===== config.mk =====
export PLATFORM = sky130hd
export DESIGN_NAME = fpu_result_collector
export DESIGN_NICKNAME = d
export VERILOG_FILES = /design/src/rtl/fpu_result_collector.sv
export SDC_FILE = /design/constraint.sdc
export NUM_CORES = 1
export LEC_CHECK = 0
export CORE_MARGIN = 2
export CORE_UTILIZATION = 38
export DETAILED_ROUTE_END_ITERATION = 6
export DONT_BUFFER_PORTS = 1
export PLACE_DENSITY = 0.49
export RECOVER_POWER = 50
export SYNTH_ARGS = -nofsm -noshare
export SYNTH_HDL_FRONTEND = slang
export SYNTH_SLANG_ARGS = --single-unit

===== constraint.sdc =====
create_clock -name clk -period 3.7 [get_ports clk]
set_input_delay 0.74 -clock clk [delete_from_list [all_inputs] [get_ports clk]]
set_output_delay 0.74 -clock clk [all_outputs]
set_load 0.05 [all_outputs]

===== src/rtl/fpu_result_collector.sv =====
// Collects FPU results: tracks in-flight ops in a latency-indexed slot vector and
// emits one registered writeback per completing op, stalling issue on completion clashes.
module fpu_result_collector #(
    parameter int MAX_LAT   = 8,
    parameter int LAT_ADD   = 2,
    parameter int LAT_SUB   = 2,
    parameter int LAT_MUL   = 2,
    parameter int LAT_DIV   = 4,
    parameter int LAT_SQRT  = 4,
    parameter int LAT_CMP   = 1,
    parameter int LAT_CVTWS = 3,
    parameter int LAT_CVTSW = 3
) (
    input  logic         clk,
    input  logic         rst,
    input  logic         issue_valid,
    input  logic [3:0]   issue_op,
    input  logic [4:0]   issue_rd,
    output logic         issue_ready,
    input  logic         flush,
    input  logic [226:0] FPUResult,
    output logic         wb_valid,
    output logic [4:0]   wb_rd,
    output logic [31:0]  wb_data,
    output logic         wb_is_int,
    output logic         illegal_op,
    output logic         busy
);

    localparam logic [3:0] OP_ADD   = 4'd0;
    localparam logic [3:0] OP_SUB   = 4'd1;
    localparam logic [3:0] OP_MUL   = 4'd2;
    localparam logic [3:0] OP_DIV   = 4'd3;
    localparam logic [3:0] OP_SQRT  = 4'd4;
    localparam logic [3:0] OP_EQ    = 4'd5;
    localparam logic [3:0] OP_LT    = 4'd6;
    localparam logic [3:0] OP_LE    = 4'd7;
    localparam logic [3:0] OP_CVTWS = 4'd8;
    localparam logic [3:0] OP_CVTSW = 4'd9;

    // Latency 0 marks an illegal opcode.
    function automatic int op_latency(input logic [3:0] op);
        case (op)
            OP_ADD:              return LAT_ADD;
            OP_SUB:              return LAT_SUB;
            OP_MUL:              return LAT_MUL;
            OP_DIV:              return LAT_DIV;
            OP_SQRT:             return LAT_SQRT;
            OP_EQ, OP_LT, OP_LE: return LAT_CMP;
            OP_CVTWS:            return LAT_CVTWS;
            OP_CVTSW:            return LAT_CVTSW;
            default:             return 0;
        endcase
    endfunction

    function automatic logic op_is_int(input logic [3:0] op);
        return (op == OP_EQ) || (op == OP_LT) || (op == OP_LE) || (op == OP_CVTWS);
    endfunction

    function automatic logic [31:0] select_slice(input logic [3:0] op, input logic [226:0] res);
        case (op)
            OP_ADD:   return res[31:0];
            OP_SUB:   return res[63:32];
            OP_MUL:   return res[95:64];
            OP_DIV:   return res[127:96];
            OP_SQRT:  return res[159:128];
            OP_EQ:    return {31'b0, res[160]};
            OP_LE:    return {31'b0, res[161]};
            OP_LT:    return {31'b0, res[162]};
            OP_CVTWS: return res[194:163];
            OP_CVTSW: return res[226:195];
            default:  return 32'b0;
        endcase
    endfunction

    logic [MAX_LAT:1] slot_vld;
    logic [3:0]       slot_op [1:MAX_LAT];
    logic [4:0]       slot_rd [1:MAX_LAT];

    int   issue_lat;
    logic issue_legal;
    logic accept;
    logic fire_p0;

    // A new op of latency L would land in S[L] exactly when S[L+1] shifts there.
    always_comb begin
        issue_lat   = op_latency(issue_op);
        issue_legal = (issue_lat != 0);
        issue_ready = 1'b1;
        for (int i = 2; i <= MAX_LAT; i++) begin
            if ((issue_lat + 1 == i) && slot_vld[i]) begin
                issue_ready = 1'b0;
            end
        end
    end

    assign accept  = issue_valid && issue_ready && !flush;
    assign fire_p0 = slot_vld[1] && !flush;
    assign busy    = (|slot_vld) || wb_valid;

    // Stage p0 -> p1: slot shift, issue insert and writeback register.
    always_ff @(posedge clk) begin
        if (rst) begin
            slot_vld   <= '0;
            wb_valid   <= 1'b0;
            wb_rd      <= '0;
            wb_data    <= '0;
            wb_is_int  <= 1'b0;
            illegal_op <= 1'b0;
        end else begin
            for (int i = 1; i < MAX_LAT; i++) begin
                slot_vld[i] <= slot_vld[i+1] && !flush;
            end
            slot_vld[MAX_LAT] <= 1'b0;
            if (accept && issue_legal) begin
                for (int i = 1; i <= MAX_LAT; i++) begin
                    if (i == issue_lat) begin
                        slot_vld[i] <= 1'b1;
                    end
                end
            end
            wb_valid   <= fire_p0;
            wb_rd      <= fire_p0 ? slot_rd[1] : 5'd0;
            wb_data    <= fire_p0 ? select_slice(slot_op[1], FPUResult) : 32'd0;
            wb_is_int  <= fire_p0 ? op_is_int(slot_op[1]) : 1'b0;
            illegal_op <= accept && !issue_legal;
        end
    end

    // Slot payload carries no reset; only slot_vld qualifies it.
    always_ff @(posedge clk) begin
        for (int i = 1; i < MAX_LAT; i++) begin
            slot_op[i] <= slot_op[i+1];
            slot_rd[i] <= slot_rd[i+1];
        end
        if (accept && issue_legal) begin
            for (int i = 1; i <= MAX_LAT; i++) begin
                if (i == issue_lat) begin
                    slot_op[i] <= issue_op;
                    slot_rd[i] <= issue_rd;
                end
            end
        end
    end

endmodule


==> impl_metrics.toml <==
[yosys]
syn_avg_cell_area_um2 = 10.91
synth_edf_count = 0
yosysSeqAreaShare = 0.5057
syn_inst = 399
syn_nets = 641
yosysWarnings = 0
ys_ff_latch = 110
yosys_most_used_dff = "dfxtp_1"
synthArstFlopShare = 0
synth.distinct_cells = 46
syn_area_um2 = 4354

[sta]
holdWs_ns = 0.3294
rsz0062_at_grt = "no"
fmax_mhz = 322.2
final_hold_viol_count = 0
slew_violations = 20
fin_crit_sh = 0.8388
slew_headroom = -0.3452
final-setup-viol-count = 0
fin_skew_ns = 0.008114
fin_setup_tns_ns = 0
period_minus_slack_ns = 3.104
worst_slew_pin_slew_ns = 2.012

[floorplanning]
die_area_um2 = 12330
die_y_um = 111.0
pin_count = 282
core_um2 = 11320
rows = 39
die_w_um = 111.0
start_util = 0.3846

[global_routing]
grt_max_degree = 33
grt_overflow = 0
gr-usage-all-layers = 0.2503
grt_pass1_wl_um = 22810
grt_pass1_vias = 3431
antenna_found_initial = 3

[power]
power_switching_uw = 590.8
clkPwrFrac = 0.415
switching_share = 0.2410
ir_worst_vdd_uv = 339.7
power_frac_comb = 0.073
p_leak_uw = 0.001682
p_int_uw = 1861
seq_power_share = 0.512
p_per_area_nw_per_um2 = 515.6

[layout]
drive_above_1_share = 0.1720
final_cell_mix = "110 x dfxtp_1, 60 x a222oi_1, 42 x nand2_1"
nNetsFinal = 615
postLayoutCoreUtil = 0.4200
mostFrequentLayoutCell = "dfxtp_1"
synthToLayoutAreaGrowth_pct = 9.195

[place]
gp_congestion = 0.9869
port_buffers = 0
dp_hpwl_um = 12300

[hold_path]
worstHoldPathType = "flop to flop"
hold_start = "slot_op[0][28]"
min_path_cells = 0
hold_end = "slot_op[0][24]"

[routing]
num_vias = 3577
postRouteAntennaNets = 0
wl_um = 15780
via_per_inst = 6.852
drc = 0
drt_iter0_drc = 671
wl_per_cell_um = 30.22
firstDrtPassIters = 7

[worst_setup_path]
r2r-end = "wb_data[16]"
reg2reg_from = "slot_op[0][5]"
critPathLaunchType = "input pin"
path_class = "input pin to primary output"
cp_data_arrival_time_ns = 2.36
reg2reg_depth = 3
crit_required_ns = 2.96
timing.critical_path.fanout_max = 8
end_kind = "primary output"
rrSetupSlack_ns = 0.63

[clock_network]
cts_sinks = 110
clk_path_buf_depth = 2
cts_tree = "built"
post_cts_buffers = 0
cts_resized = 0
clkTransAtPathRegs_ns = 0.07
cts_inserted_buffers = 9
clk_latency_ns = 0.35
hold_buffers = 0
root_buffer = "clkbuf_16"
htreeDepth = 3

[job]
max_cap_viol_count = 1

[run_status]
violations = "max-capacitance violations, max-slew violations"
outcome = "finished, violations left"
-- sequential cells by signal, indices dropped and copies added, names as in the netlist --
| name | flops |
|---|---|
| slot_rd | 35 |
| wb_data | 32 |
| slot_op | 28 |
| slot_vld | 7 |
| wb_rd | 5 |
| illegal_op | 1 |
| wb_is_int | 1 |
| wb_valid | 1 |
-- synth_stat cells, drive strengths merged, types with 5 or more instances --
library cell | n | area [um2]
a222oi | 60 | 600.6
nor2b | 9 | 56.30
a31oi | 32 | 200.2
nand2 | 42 | 157.7
and3 | 6 | 37.54
buf | 5 | 46.29
dfxtp | 110 | 2202
mux2 | 30 | 397.9
nor2 | 5 | 18.77
clkbuf | 44 | 165.2
-- metal layers --
layer  global-route usage  vias up  part of all wire
met1               0.3288     1770              0.42
met5                    0        -           0.00082
met2               0.3710      250              0.44
li1                     -     1519                 -
met4               0.1152        2             0.035
met3              0.08748       36              0.10
-- per-stage QoR --
stage          total power, uW  setup slack [ns]  cells  cell area, um2
6_report                  2452            0.5965    522            4755
3_3_place_gp              1457            0.5749    505            4446
3_5_place_dp              1463            0.5277    505            4446
4_1_cts                   2483            0.6113    521            4761
5_1_grt                   2547            0.4693    521            4752
2_1_floorplan             1425            0.3315    399            4354
-- worst max-delay path: stages --
cell and delay, ns:
or2_1 0.25, nand2b_1 0.15, o31ai_1 0.16, ha_1 0.24, inv_1 0.04, a31o_1 0.22
o32ai_4 0.27, buf_4 0.28
-- power groups by stage --
stage          clock network (uW)  logic (uW)  registers [uW]
4_1_cts                      1050         179            1260
3_3_place_gp                    0         174            1280
3_5_place_dp                    0         178            1280
6_report                     1020         179            1250
2_1_floorplan                   0         154            1270
5_1_grt                      1090         194            1260
-- kinds of logic after synthesis --
group	synth area share
flops	0.5057
mux	0.1034
fa+ha+maj	0.005746
compound gates	0.2287
buf+inv	0.05201
simple gates	0.1043
-- worst max-delay path by stage --
stage / from / end / slack (ns) / cells after the start
6_report: issue_op[0] / issue_ready / 0.60 / 8
5_1_grt: slot_op[0][5] / wb_data[16] / 0.47 / 3
4_1_cts: issue_op[0] / issue_ready / 0.61 / 8
3_5_place_dp: issue_op[0] / slot_op[0][15] / 0.53 / 10
3_3_place_gp: issue_op[0] / slot_rd[3][1] / 0.57 / 10
2_1_floorplan: issue_op[1] / slot_op[0][12] / 0.33 / 10
-- area by class of cell --
class,count,area [um2]
Fill cell,1078,6566
Sequential cell,110,2202
Multi-Input combinational cell,236,1951
Clock buffer,10,229.0
Tap cell,143,178.9
Timing Repair Buffer,12,90.09
Clock inverter,6,86.33
Inverter,4,15.01
Antenna cell,1,2.502
(Power assumes the default switching activity.)
